`config.mk`:
```
export PLATFORM = sky130hd
export DESIGN_NAME = tbird_signal_sequencer
export DESIGN_NICKNAME = d
export VERILOG_FILES = /design/src/rtl/tbird_signal_sequencer.sv
export SDC_FILE = /design/constraint.sdc
export NUM_CORES = 1
export LEC_CHECK = 0
export BUFFER_PORTS_ARGS = -buffer_cell sky130_fd_sc_hd__buf_2
export CORE_MARGIN = 5
export CORE_UTILIZATION = 60
export DETAILED_ROUTE_END_ITERATION = 12
export PLACE_DENSITY = 0.79
export SLEW_MARGIN = 10
export SYNTH_ARGS = -nofsm -noshare
export SYNTH_HDL_FRONTEND = slang
export SYNTH_SLANG_ARGS = --single-unit
```
`constraint.sdc`:
```
create_clock -name clk -period 3.4 [get_ports clk]
set_input_delay 0.17 -clock clk [delete_from_list [all_inputs] [get_ports clk]]
set_output_delay 0.17 -clock clk [all_outputs]
set_load 0.02 [all_outputs]
```
`src/rtl/tbird_signal_sequencer.sv`:
```
// Thunderbird tail-lamp sequencer: arbitrates turn/hazard/brake requests and
// paces the lamp sequence with a tick prescaler. All outputs are registered.
module tbird_signal_sequencer #(
    parameter int TICK_DIV = 4
) (
    input  logic clk,
    input  logic reset,
    input  logic left,
    input  logic right,
    input  logic hazard,
    input  logic brake,
    output logic Lc,
    output logic Lb,
    output logic La,
    output logic Ra,
    output logic Rb,
    output logic Rc,
    output logic busy,
    output logic haz_active
);

    localparam int CW = $clog2(TICK_DIV + 1);

    typedef enum logic [3:0] {
        IDLE, L1, L2, L3, LOFF, R1, R2, R3, ROFF, HON, HOFF
    } state_t;

    state_t          r_state;
    state_t          w_next;
    state_t          w_arb;
    logic [CW-1:0]   r_cnt;
    logic [CW-1:0]   w_cnt_next;
    logic            w_tick;
    logic            w_haz_req;
    logic [5:0]      w_lamps;      // {Lc,Lb,La,Ra,Rb,Rc}
    logic [5:0]      r_lamps;
    logic            r_busy;
    logic            r_haz_active;

    assign w_haz_req = hazard | (left & right);
    assign w_tick    = (r_state != IDLE) && (r_cnt == CW'(TICK_DIV - 1));

    always_comb begin
        if (w_haz_req)  w_arb = HON;
        else if (left)  w_arb = L1;
        else if (right) w_arb = R1;
        else            w_arb = IDLE;
    end

    // NOTE: every combinational output gets a default first so no path
    // through the case can leave it unassigned and infer a latch.
    always_comb begin
        w_next = r_state;
        case (r_state)
            IDLE:    w_next = w_arb;
            L1:      if (w_tick) w_next = w_haz_req ? HON : L2;
            L2:      if (w_tick) w_next = w_haz_req ? HON : L3;
            L3:      if (w_tick) w_next = w_haz_req ? HON : LOFF;
            R1:      if (w_tick) w_next = w_haz_req ? HON : R2;
            R2:      if (w_tick) w_next = w_haz_req ? HON : R3;
            R3:      if (w_tick) w_next = w_haz_req ? HON : ROFF;
            LOFF,
            ROFF,
            HOFF:    if (w_tick) w_next = w_arb;
            HON:     if (w_tick) w_next = HOFF;
            default: w_next = IDLE;
        endcase
    end

    // Every tick changes state, so one clear condition covers both cases.
    always_comb begin
        w_cnt_next = r_cnt + CW'(1);
        if (r_state == IDLE || w_next != r_state) begin
            w_cnt_next = '0;
        end
    end

    // Decode from next-state so the lamps load on the same edge as the state.
    always_comb begin
        w_lamps = 6'b000_000;
        case (w_next)
            L1:      w_lamps = 6'b001_000;
            L2:      w_lamps = 6'b011_000;
            L3:      w_lamps = 6'b111_000;
            R1:      w_lamps = 6'b000_100;
            R2:      w_lamps = 6'b000_110;
            R3:      w_lamps = 6'b000_111;
            HON:     w_lamps = 6'b111_111;
            default: w_lamps = 6'b000_000;
        endcase
        if (brake) begin
            case (w_next)
                IDLE:                w_lamps      = 6'b111_111;
                L1, L2, L3, LOFF:    w_lamps[2:0] = 3'b111;
                R1, R2, R3, ROFF:    w_lamps[5:3] = 3'b111;
                default:             ;
            endcase
        end
    end

    // NOTE: sequential state uses non-blocking assignments so every register
    // samples pre-edge values regardless of statement order.
    always_ff @(posedge clk or posedge reset) begin
        if (reset) begin
            r_state      <= IDLE;
            r_cnt        <= '0;
            r_lamps      <= '0;
            r_busy       <= 1'b0;
            r_haz_active <= 1'b0;
        end else begin
            r_state      <= w_next;
            r_cnt        <= w_cnt_next;
            r_lamps      <= w_lamps;
            r_busy       <= (w_next != IDLE);
            r_haz_active <= (w_next == HON) || (w_next == HOFF);
        end
    end

    assign {Lc, Lb, La, Ra, Rb, Rc} = r_lamps;
    assign busy       = r_busy;
    assign haz_active = r_haz_active;

endmodule
```
* Word-level counts from Yosys, hierarchy flattened
Index checks and enable logic that the tools add are counted.
** Storage, ports and cells
- Flip-flop bits (word level) :: 15
** Operators by class
- Reductions and logical operators :: 10
- Add/sub/neg operators :: 1
- Bitwise logic cells :: 2
- Equality and inequality tests :: 22
- Multiplexer cells :: 23
** Operators by type and width (count)
- 4-bit two-way mux :: 14
- 6-bit case mux with 7 select lines :: 1
- 4-bit case mux with 9 select lines :: 1
- 4-bit by 3-bit == test with 1-bit output, second input constant :: 8
- 4-bit == test, second input constant :: 6
- 4-bit by 2-bit == test with 1-bit output, second input constant :: 4
- 3-bit two-way mux :: 5
- 5-bit OR reduction :: 2
- 4-bit by 1-bit == test with 1-bit output, second input constant :: 2
- 4-bit logical NOT :: 2
- 4-bit nonzero test :: 2
- 6-bit two-way mux :: 1
- 4-bit != test :: 1
- 3-bit by 1-bit adder with 3-bit output, second input constant :: 1
- 3-bit by 2-bit == test with 1-bit output, second input constant :: 1
- 3-bit OR reduction :: 1
- 1-bit logical OR :: 2
- 1-bit AND :: 1
- 1-bit logical AND :: 1
- 1-bit two-way mux :: 1
- 1-bit OR :: 1

* Logic depth before layout (Yosys ltp)
- Depth in word-level cells :: 9
- Mapped depth :: 9

* Least setup slack after synthesis
OpenSTA, ideal clock, no wires.
- Kind :: register -> register
- Start :: reg r_cnt[0]
- End :: reg r_cnt[0]
- Data arrival time :: 1.892 ns
- Clock period less this slack :: 2.016 ns
- Stages on the path, launching flop included :: 9
- Buffers on the path :: 0
- Setup slack :: 1.384 ns
- Cells stage by stage :: dfrtp_1 -> ha_1 -> ha_1 -> and2_1 -> o21a_1 -> o211a_4 -> o211a_1 -> o221ai_2 -> nor2_1
** On the way
- Word-level cells in the longest chain between the ends :: 7
** Ends and longest elaborated chain
- start: declaration :: RTL line 31 : logic [CW-1:0] r_cnt;
- start signal: assignment :: RTL line 112 : r_cnt <= w_cnt_next;
- 3-bit by 2-bit == test with 1-bit output :: RTL line 41 : assign w_tick = (r_state != IDLE) && (r_cnt == CW'(TICK_DIV - 1));
- 1-bit logical AND :: RTL line 41
- 4-bit two-way mux, or another cell as far along :: RTL line 65 : HON: if (w_tick) w_next = HOFF;
- 4-bit case mux with 9 select lines :: RTL line 54 : case (r_state)
- 4-bit != test :: RTL line 73 : if (r_state == IDLE || w_next != r_state) begin
- 1-bit logical OR :: RTL line 73
- 3-bit two-way mux * :: RTL line 73
- named net w_cnt_next[0] :: RTL line 32 : logic [CW-1:0] w_cnt_next;
Mark *: on every way through the listed nets, which the timed path passes. The rest lies on a longest branch.

* Worst setup path after layout
- Start :: reg r_cnt[0]
- End :: reg r_lamps[5]
** On the way
- Word-level cells in the longest chain between the ends :: 8
** Ends and longest elaborated chain
- 3-bit by 2-bit == test with 1-bit output * :: RTL line 41
- 1-bit logical AND * :: RTL line 41
- 4-bit two-way mux, or another cell as far along :: RTL line 65
- 4-bit case mux with 9 select lines * :: RTL line 54
- 4-bit == test, or another cell as far along :: RTL line 81 : case (w_next)
- 6-bit case mux with 7 select lines or 5-bit OR reduction (tied branches)
- 3-bit two-way mux :: RTL line 92 : case (w_next)
- 6-bit two-way mux * :: RTL line 91 : if (brake) begin
- named net w_lamps[5] :: RTL line 35 : logic [5:0] w_lamps;
- end signal: assignment :: RTL line 113 : r_lamps <= w_lamps;
- end: declaration :: RTL line 36 : logic [5:0] r_lamps;
Marked as above.

==> results.json <==
{
  "syn_avg_cell_area_um2": 9.66,
  "start_kind": "flip-flop",
  "vias": 833,
  "grt_pass1_wl_um": 3170,
  "synthMuxAreaShare_pct": 0,
  "port_buffers": 13,
  "cts_tree": "yes",
  "grt-ovfl-total": 0,
  "slew_viol_final": 0,
  "irDropWorstVdd_uv": 713,
  "final_nets": 127,
  "clk_latency_ns": 0.28,
  "fin_skew_ns": 0.00925,
  "synthFlopType": "dfrtp_1",
  "hold_class": "input port to flip-flop",
  "setup_violations": 0,
  "routabilityCongestion": 0.864,
  "setup_slack_ns": 1.17,
  "postSynthCellCount": 105,
  "syn-num-nets": 113,
  "boundaryPins": 14,
  "coreArea_mm2": 0.00156,
  "rsz0062_at_grt": "no",
  "initial_utilization_pct": 65.1,
  "rows": 14,
  "worst_slew_pin_slew_ns": 0.553,
  "detail-route-antenna-nets": 0,
  "fp.dieH_um": 51.1,
  "cts_root_buf": "clkbuf_4",
  "place_ws_ns": 1.19,
  "critical_path_class": "flip-flop to flip-flop",
  "first_pass_iters": 4,
  "stdcell_area_mm2": 0.00109,
  "cpPeakStageDelay_ns": 0.38,
  "first_global_vias": 727,
  "cts_sinks": 15,
  "cp_max_fo": 8,
  "dieWidth_um": 51.1,
  "die-area_mm2": 0.00261,
  "antenna_cells": 0,
  "drt-total-wl_um": 1930,
  "synthAdderAreaFrac_pct": 2.47,
  "synth-warning-count": 0,
  "wire_per_inst_um": 14.4,
  "dr.first_iter.drc_count": 16,
  "grt_max_degree": 16,
  "period_share_pct": 65.7,
  "fillCellCount": 128,
  "dpl_cell_area_mm2": 0.00106,
  "fin_crit_ns": 2.23,
  "drcViolationCount": 0,
  "synth_compound_area_share_pct": 30.2,
  "cts-buffers-inserted": 3,
  "path_clk_slew_ns": 0.08,
  "cts_buffer_depth": 2,
  "hold_violations": 0,
  "crit_buf_inv": 0,
  "syn_area_mm2": 0.00101,
  "synthArstFlopShare_pct": 100,
  "worst_path_most_repeated_cell": "ha_1",
  "worstPathRequired_ns": 3.56,
  "crit_arrival_ns": 2.39,
  "crit_family": "compound AO/OA/AOI/OAI gates",
  "end_kind": "flip-flop",
  "ys_seq_area_share_pct": 37.0,
  "synth_xor_area_share_pct": 0,
  "powerDensity_mw_per_mm2": 1010,
  "post_cts_buffers": 0,
  "cap_violations": 0,
  "drive_above_1_share_pct": 27.1,
  "synth_edf_count": 0,
  "routed_via_density": 6.22,
  "slew_headroom_pct": 63.1,
  "ys_seq_elements": 15,
  "run_status": "finished, final reports clean",
  "dpl.hpwl_um": 1390,
  "yosys.area_share.simple_pct": 23.1,
  "synth_top_family_by_area": "compound AO/OA/AOI/OAI gates",
  "max_freq_mhz": 448,
  "ys_types": 43,
  "fin_tns_setup_ns": 0,
  "path_cells": "ha_1 -> ha_1 -> and2_1 -> o21a_1 -> o32ai_1 -> and3b_1 -> o21a_4 -> o211ai_2",
  "antenna_found_initial": 0,
  "critPathSlowestCell": "dfrtp_1",
  "areaGrowthSynthToFinish_pct": 7.65,
  "p_leak_nw": 0.485,
  "h-tree-depth": 1,
  "grtUsageTotal_pct": 16.4
}
-- stage by stage --
step	cells	hold slack (ns)	utilization, %	power (mW)
global placement	129	0.227	67.7	0.986
detailed placement	129	0.238	67.7	0.994
CTS	134	0.186	70.1	1.10
floorplan	105	0.0715	-	0.908
global route	134	0.185	70.1	1.19
finish	134	0.182	70.1	1.10
-- routing by layer --
metal	vias to the layer above	part of all wire, %	GRT usage [%]
met2	15	50	28.3
li1	406	-	-
met1	410	45	19.7
met3	2	4.9	5.23
met4	0	0.41	4.04
met5	-	0	0
-- layout make-up --
cell class,count,area (um2),area share [%]
Multi-Input combinational cell,77,566,51.8
Sequential cell,15,375,34.4
Timing Repair Buffer,14,75.1,6.87
Inverter,8,30.0,2.75
Clock buffer,4,26.3,2.41
Tap cell,16,20.0,1.83
-- Yosys cell counts, drive strengths merged, types with 2 or more instances --
master | n | share of area (%)
o221ai | 2 | 4.1
nand2b | 2 | 1.2
a21oi | 8 | 4.3
buf | 5 | 4.3
nand3 | 4 | 2.5
nor3b | 2 | 1.5
and2 | 2 | 1.2
nor2 | 14 | 6.8
o211ai | 3 | 2.7
and3b | 2 | 1.7
nand2 | 9 | 3.3
o21ai | 6 | 3.7
o21a | 3 | 3.0
a311oi | 2 | 2.3
inv | 8 | 3.0
dfrtp | 15 | 37
o211a | 2 | 2.7
ha | 2 | 2.5
nor3 | 3 | 2.0
a211oi | 2 | 3.2
-- worst min-delay path, stage by stage --
cell and delay [ns]:
buf_2 0.12, nand2_1 0.06, a22oi_1 0.07
-- path summary, 6_finish.rpt --
check	start	end	slack, ns	depth (start not counted)
setup / recovery	r_cnt[0]	r_lamps[5]	1.17	8
hold / removal	brake	r_lamps[3]	0.18	3
setup reg to reg	r_cnt[0]	r_lamps[5]	1.17	8
hold reg to reg	r_cnt[0]	r_cnt[0]	0.43	1
max in group asynchronous	reset	r_state[3]	2.56	3
min in group asynchronous	reset	r_lamps[0]	0.47	3
-- cell usage in the layout, fill, tap and decap left out, types with 2 or more instances in the layout --
cell      count
nand3_1       3
and2_1        2
nand2b_1      2
ha_1          2
clkbuf_4      3
o21ai_0       3
a21oi_1       7
o211ai_1      2
o21ai_2       2
inv_1         7
nand2_1       9
nor3_1        2
buf_2        13
o21a_1        2
dfrtp_1      15
and3b_1       2
nor2_1       13
nor3b_1       2
-- report_power, final --
group,internal (mW),switching [mW]
clock network,0.0456,0.0520
logic,0.272,0.384
registers,0.267,0.0806
-- sequential cells by signal, indices dropped and copies added, names as in the netlist --
signal      count
busy            1
haz_active      1
r_cnt           3
r_lamps         6
r_state         4
-- cell families (layout without fill, tap and decap cells) --
group           count (synthesis)  after routing
buf+inv                        13             26
fa+ha+maj                       2              2
simple gates                   42             42
flops                          15             15
compound gates                 33             33
-- repair_timing --
item	4_1_cts	5_1_grt
hold buffers	1	0
resized for setup	0	0
endpoints found under the hold margin	15	0
(Power assumes the default switching activity.)
